**config.mk**
```make
export PLATFORM = sky130hd
export DESIGN_NAME = ysyx_24110006_lsu_bus
export DESIGN_NICKNAME = d
export VERILOG_FILES = /design/src/rtl/ysyx_24110006_lsu_pkg.sv /design/src/rtl/ysyx_24110006_lsu_align.sv /design/src/rtl/ysyx_24110006_lsu_bus.sv
export SDC_FILE = /design/constraint.sdc
export NUM_CORES = 1
export LEC_CHECK = 0
export ABC_AREA = 0
export CORE_MARGIN = 4
export CORE_UTILIZATION = 51
export DETAILED_ROUTE_END_ITERATION = 10
export PLACE_DENSITY_LB_ADDON = 0.2
export SYNTH_ARGS = -nofsm -noshare
export SYNTH_HDL_FRONTEND = slang
export SYNTH_HIERARCHICAL = 1
export SYNTH_SLANG_ARGS = --single-unit
```
**constraint.sdc**
```tcl
create_clock -name i_clock -period 5 [get_ports i_clock]
set_clock_uncertainty 0.2 [all_clocks]
set_input_delay 0.5 -clock i_clock [delete_from_list [all_inputs] [get_ports i_clock]]
set_output_delay 0.5 -clock i_clock [all_outputs]
set_load 0.01 [all_outputs]
```
**src/rtl/ysyx_24110006_lsu_pkg.sv**
```systemverilog
// Shared types for the LSU bus adapter: FSM states, access size codes and result codes.
package ysyx_24110006_lsu_pkg;

    typedef enum logic [1:0] {
        StIdle,
        StReq,
        StRsp,
        StDone
    } state_e;

    typedef enum logic [1:0] {
        SzByte  = 2'd0,
        SzHalf  = 2'd1,
        SzWord  = 2'd2,
        SzDword = 2'd3
    } size_e;

    typedef enum logic [1:0] {
        ErrOk       = 2'd0,
        ErrMisalign = 2'd1,
        ErrBus      = 2'd2,
        ErrTimeout  = 2'd3
    } err_e;

    // A dword access is illegal outright on a 32-bit data path.
    function automatic logic misaligned(logic [2:0] addr_lo, size_e size, logic rv32);
        logic bad;
        case (size)
            SzByte:  bad = 1'b0;
            SzHalf:  bad = addr_lo[0];
            SzWord:  bad = |addr_lo[1:0];
            default: bad = rv32 | (|addr_lo);
        endcase
        return bad;
    endfunction

endpackage

```
**src/rtl/ysyx_24110006_lsu_align.sv**
```systemverilog
// Lane alignment: load shift plus sign/zero extension, store shift plus byte strobes.
module ysyx_24110006_lsu_align
    import ysyx_24110006_lsu_pkg::*;
#(
    parameter int unsigned XLEN = 32,
    localparam int unsigned StrbW = XLEN / 8,
    localparam int unsigned OffW  = $clog2(StrbW)
) (
    input  logic [OffW-1:0]  offset_i,
    input  size_e            size_i,
    input  logic             unsigned_i,
    input  logic [XLEN-1:0]  rdata_i,
    input  logic [XLEN-1:0]  wdata_i,
    output logic [XLEN-1:0]  load_data_o,
    output logic [XLEN-1:0]  wdata_o,
    output logic [StrbW-1:0] wstrb_o
);

    logic [XLEN-1:0] shifted;
    logic [XLEN-1:0] mask;
    logic            sign;
    logic [7:0]      byte_mask;
    logic [15:0]     strb_full;

    always_comb begin
        shifted = rdata_i >> {offset_i, 3'b000};
        case (size_i)
            SzByte: begin
                mask      = XLEN'(8'hFF);
                sign      = shifted[7];
                byte_mask = 8'h01;
            end
            SzHalf: begin
                mask      = XLEN'(16'hFFFF);
                sign      = shifted[15];
                byte_mask = 8'h03;
            end
            SzWord: begin
                mask      = XLEN'(32'hFFFF_FFFF);
                sign      = shifted[31];
                byte_mask = 8'h0F;
            end
            default: begin
                mask      = '1;
                sign      = shifted[XLEN-1];
                byte_mask = 8'hFF;
            end
        endcase
        load_data_o = (shifted & mask) | ((!unsigned_i && sign) ? ~mask : '0);
        wdata_o     = wdata_i << {offset_i, 3'b000};
        strb_full   = {8'h00, byte_mask} << offset_i;
        wstrb_o     = strb_full[StrbW-1:0];
    end

endmodule

```
**src/rtl/ysyx_24110006_lsu_bus.sv**
```systemverilog
// Load/store unit bus adapter: one outstanding access, request/response handshakes,
// misalignment screening and response timeout.
module ysyx_24110006_lsu_bus
    import ysyx_24110006_lsu_pkg::*;
#(
    parameter int unsigned XLEN    = 32,
    parameter int unsigned TIMEOUT = 255
) (
    input  logic              i_clock,
    input  logic              i_reset,
    input  logic              i_valid,
    output logic              o_ready,
    input  logic              i_ren,
    input  logic              i_wen,
    input  logic [31:0]       i_addr,
    input  logic [XLEN-1:0]   i_wdata,
    input  logic [1:0]        i_size,
    input  logic              i_unsigned,
    output logic              o_valid,
    input  logic              i_ready,
    output logic [XLEN-1:0]   o_rdata,
    output logic [1:0]        o_err,
    output logic              o_mem_req_valid,
    input  logic              i_mem_req_ready,
    output logic [31:0]       o_mem_addr,
    output logic              o_mem_wen,
    output logic [XLEN-1:0]   o_mem_wdata,
    output logic [XLEN/8-1:0] o_mem_wstrb,
    input  logic              i_mem_rsp_valid,
    output logic              o_mem_rsp_ready,
    input  logic [XLEN-1:0]   i_mem_rdata,
    input  logic              i_mem_rsp_err
);

    localparam int unsigned StrbW     = XLEN / 8;
    localparam int unsigned OffW      = $clog2(StrbW);
    localparam logic [31:0] CntLast   = 32'(TIMEOUT) - 32'd1;
    localparam logic        TimeoutEn = (TIMEOUT != 0);

    state_e            state_q, state_d;
    logic [31:0]       addr_q;
    logic [XLEN-1:0]   wdata_q;
    size_e             size_q;
    logic              uns_q;
    logic              wen_q;
    logic [XLEN-1:0]   rdata_q, rdata_d;
    err_e              err_q, err_d;
    logic [31:0]       cnt_q, cnt_d;
    logic              capture;
    logic [XLEN-1:0]   load_data;

    ysyx_24110006_lsu_align #(
        .XLEN(XLEN)
    ) u_align (
        .offset_i    (addr_q[OffW-1:0]),
        .size_i      (size_q),
        .unsigned_i  (uns_q),
        .rdata_i     (i_mem_rdata),
        .wdata_i     (wdata_q),
        .load_data_o (load_data),
        .wdata_o     (o_mem_wdata),
        .wstrb_o     (o_mem_wstrb)
    );

    always_comb begin
        state_d = state_q;
        rdata_d = rdata_q;
        err_d   = err_q;
        cnt_d   = cnt_q;
        capture = 1'b0;
        case (state_q)
            StIdle: begin
                if (i_valid) begin
                    capture = 1'b1;
                    if (!i_ren && !i_wen) begin
                        state_d = StDone;
                        rdata_d = '0;
                        err_d   = ErrOk;
                    end else if (misaligned(i_addr[2:0], size_e'(i_size), XLEN == 32)) begin
                        state_d = StDone;
                        rdata_d = '0;
                        err_d   = ErrMisalign;
                    end else begin
                        state_d = StReq;
                    end
                end
            end
            StReq: begin
                if (i_mem_req_ready) begin
                    state_d = StRsp;
                    cnt_d   = '0;
                end
            end
            StRsp: begin
                if (i_mem_rsp_valid) begin
                    state_d = StDone;
                    rdata_d = wen_q ? '0 : load_data;
                    err_d   = i_mem_rsp_err ? ErrBus : ErrOk;
                end else begin
                    cnt_d = cnt_q + 32'd1;
                    // Reaches TIMEOUT on the transition, i.e. after TIMEOUT silent cycles.
                    if (TimeoutEn && cnt_q == CntLast) begin
                        state_d = StDone;
                        rdata_d = '0;
                        err_d   = ErrTimeout;
                    end
                end
            end
            default: begin
                if (i_ready) begin
                    state_d = StIdle;
                end
            end
        endcase
    end

    always_ff @(posedge i_clock) begin
        if (i_reset) begin
            state_q <= StIdle;
            addr_q  <= '0;
            wdata_q <= '0;
            size_q  <= SzByte;
            uns_q   <= 1'b0;
            wen_q   <= 1'b0;
            rdata_q <= '0;
            err_q   <= ErrOk;
            cnt_q   <= '0;
        end else begin
            state_q <= state_d;
            rdata_q <= rdata_d;
            err_q   <= err_d;
            cnt_q   <= cnt_d;
            if (capture) begin
                addr_q  <= i_addr;
                wdata_q <= i_wdata;
                size_q  <= size_e'(i_size);
                uns_q   <= i_unsigned;
                wen_q   <= i_wen;
            end
        end
    end

    assign o_ready         = (state_q == StIdle);
    assign o_valid         = (state_q == StDone);
    assign o_rdata         = rdata_q;
    assign o_err           = err_q;
    assign o_mem_req_valid = (state_q == StReq);
    assign o_mem_addr      = {addr_q[31:OffW], {OffW{1'b0}}};
    assign o_mem_wen       = wen_q;
    assign o_mem_rsp_ready = (state_q != StDone);

endmodule

```
==> impl_metrics.env <==
export IMPL_hpwl_um=13400
export IMPL_core_um2=13200
export IMPL_reg2reg_from="state_q[0]$_SDFFE_PP0P_"
export IMPL_dpl_instance_area_um2=8750
export IMPL_synth_xor_area_share_pct=1.91
export IMPL_pwr_share_clk_pct=32.6
export IMPL_cts_repair_resized=0
export IMPL_dr_pass1_iters=5
export IMPL_reg2reg_to="cnt_q[29]$_SDFFE_PP0P_"
export IMPL_avgSynthCellArea_um2=8.14
export IMPL_min_to="addr_q[16]$_SDFFE_PP0P_"
export IMPL_maxCapViolCount=0
export IMPL_syn_to_final_growth_pct=35.6
export IMPL_die_h_um=124
export IMPL_num_antenna_cells=0
export IMPL_arrival_ns=2.61
export IMPL_synth_top_family_by_area="simple AND/OR/NAND/NOR gates"
export IMPL_holdPathStages=2
export IMPL_finalSetupTns_ns=0
export IMPL_finalSetupViolCount=0
export IMPL_stdcell_area_um2=9320
export IMPL_post_route_period_util_pct=66.2
export IMPL_cts_buffer_depth=2
export IMPL_avgViaCountPerCell=5.57
export IMPL_yosysMostFrequentCell="nand2_1"
export IMPL_p_switching_mw=1.20
export IMPL_syn_inst=845
export IMPL_n_fill_cell=1085
export IMPL_wl_per_cell_um=16.5
export IMPL_crit_path_start_kind="register"
export IMPL_fin_hold_ws_ns=0.251
export IMPL_first_global_vias=5792
export IMPL_layoutNonFillerInstCount=1179
export IMPL_initial_utilization_pct=51.9
export IMPL_yosys_top_cells_count="nand2_1, dfxtp_1, a21oi_1, buf_4, nor2_1"
export IMPL_clk_latency_ns=0.42
export IMPL_die_area_um2=15400
export IMPL_synth_compound_area_share_pct=20.8
export IMPL_antenna_left=0
export IMPL_drc_errors=0
export IMPL_htreeDepth=4
export IMPL_first_iter_violations=729
export IMPL_synthSimpleGateAreaFrac_pct=21.6
export IMPL_row_count=42
export IMPL_final_hold_viol_count=0
export IMPL_synth_flop_cell="dfxtp_1"
export IMPL_netlist_area_um2=6870
export IMPL_io_buffers=212
export IMPL_fmax_ghz=0.302
export IMPL_drv_slew=0
export IMPL_drive_gt1_share_pct=7.58
export IMPL_pwr_share_seq_pct=35.5
export IMPL_yosysSeqAreaShare_pct=39.6
export IMPL_relSlewSlack_pct=30.2
export IMPL_worst_slack_ns=1.69
export IMPL_grt_max_degree=69
export IMPL_synth_top_area_cell="dfxtp_1"
export IMPL_pre_cts_ws_ns=1.61
export IMPL_min_path_type="register to register"
export IMPL_grt_antenna_before_repair=0
export IMPL_vias=6564
export IMPL_die_x_um=124
export IMPL_ir_drop_mv=0.292
export IMPL_ys_async_sr_fraction_pct=0
export IMPL_synthMuxAreaShare_pct=6.26
export IMPL_crit_path_end_kind="primary output"
export IMPL_hold_buffers=0
export IMPL_cts_tree="yes"
export IMPL_cts_root_buf="clkbuf_16"
export IMPL_track_usage_pct=24.3
export IMPL_post_cts_buffers=0
export IMPL_crit_path_max_fanout=33
export IMPL_status="complete, no violations"
export IMPL_holdCritStartpoint="addr_q[16]$_SDFFE_PP0P_"
export IMPL_p_per_area_nw_per_um2=398
export IMPL_comb_power_share_pct=31.8
export IMPL_p_int_mw=2.51
export IMPL_synth_edf_count=0
export IMPL_synth_top_area_share_pct=39.6
export IMPL_sw_frac_of_total_pct=32.4
export IMPL_power_mw=3.71
export IMPL_synth_fa_ha_area_share_pct=1.09
export IMPL_nets=1104
export IMPL_layout_min_cycle_time_ns=3.31
export IMPL_yosys_top_cells_area="dfxtp_1, nand2_1, a21oi_1, buf_4, a22o_1"
export IMPL_rsz0062_at_grt="false"
export IMPL_crit_type="register to primary output"
export IMPL_clk_pin_slew_ns=0.06
export IMPL_synthDistinctLibCells=56
export IMPL_postLayoutCoreUtil_pct=70.4
export IMPL_synth_ff_latch_count=136
export IMPL_ys_warn_count=6
export IMPL_gp_congestion=0.836
export IMPL_reg2reg_setup_slack_ns=1.75
export IMPL_ios=215
export IMPL_gr_total_overflow=0
export IMPL_worst_slew_pin_slew_ns=1.03
export IMPL_leakagePower_nw=3.27
export IMPL_cts_sink_count=136
export IMPL_dpl_cell_count=1147
export IMPL_grt_pass1_wl_um=29700
export IMPL_r2r_cells=7
export IMPL_worstPathRequired_ns=4.30
export IMPL_routed_wl_um=19400
export IMPL_cts_buffers=17
[critical path: stages, from the launching register on]
cell and delay [ns]:
dfxtp_2 0.80, buf_4 0.50, mux2i_1 0.15, a21oi_1 0.18
clkdlybuf4s50_1 0.56
[power by group through the flow]
stage               Clock, mW  Combinational, mW  Sequential [mW]
floorplan                   0              0.795             1.28
global placement            0               1.16             1.33
detailed placement          0               1.17             1.34
CTS                      1.23               1.18             1.32
global route             1.28               1.29             1.33
finish                   1.21               1.18             1.32
[cells in the final DEF, fill, tap and decap left out, types with 9 or more instances in the layout]
cell type and count:
clkdlybuf4s50_1 211, nand2_1 181, dfxtp_1 134, a21oi_1 96
nor2_1 33, a22o_1 32, o21ai_0 28, mux2i_1 25
o211ai_1 17, clkbuf_16 17, a211oi_1 16, mux2_2 16
inv_1 14, nand3_1 13, nor2b_1 12, nand4_1 11
or4_1 10, and2_1 10, nor3_1 9, or3_1 9
[routing by layer]
layer / up-vias / part of all wire [%] / global-route usage [%]
li1: 3233 / - / -
met1: 3040 / 43 / 32.5
met5: - / 0 / 0
met3: 29 / 8.2 / 6.09
met4: 0 / 1.7 / 8.28
met2: 262 / 47 / 38.3
[flip-flops by register name (all words and copies together), names as in the netlist]
register and count:
o_mem_wen 1, o_err 2, size_q 2, o_rdata 32, cnt_q 32, state_q 2, wdata_q 32, uns_q 1
addr_q 32
[final cells by class]
type                    instances  area [um2]  share of cell area, %
multi-input cells             600        3570                   38.3
flip-flops and latches        136        2730                   29.2
clock buffers                  18         439                   4.71
clock inverters                14         133                   1.42
repair buffers                220        2180                   23.4
well taps                     176         220                   2.36
inverters                      15        56.3                  0.604
[logic make-up (layout without fill, tap and decap cells)]
kind of cell / Yosys count / count (layout)
AO/OA/AOI/OAI: 221 / 221
adder cells (fa/ha/maj): 6 / 6
AND/OR/NAND/NOR: 315 / 315
multiplexers: 41 / 41
flip-flops: 136 / 136
other: 1 / 2
XOR/XNOR: 15 / 15
buffers and inverters: 110 / 267
[worst max path at each step]
stage	cells after the start	from	slack, ns	end
6_report	4	addr_q[1]$_SDFFE_PP0P_	1.69	o_mem_wdata[31]
5_1_grt	4	addr_q[1]$_SDFFE_PP0P_	1.53	o_mem_wdata[23]
4_1_cts	4	addr_q[1]$_SDFFE_PP0P_	1.70	o_mem_wdata[23]
3_5_place_dp	6	i_mem_rsp_valid	1.61	cnt_q[29]$_SDFFE_PP0P_
3_3_place_gp	6	i_mem_rsp_valid	1.66	cnt_q[31]$_SDFFE_PP0P_
2_1_floorplan	9	state_q[0]$_SDFFE_PP0P_	2.23	cnt_q[26]$_SDFFE_PP0P_
Power figures use the tool's default switching activity.
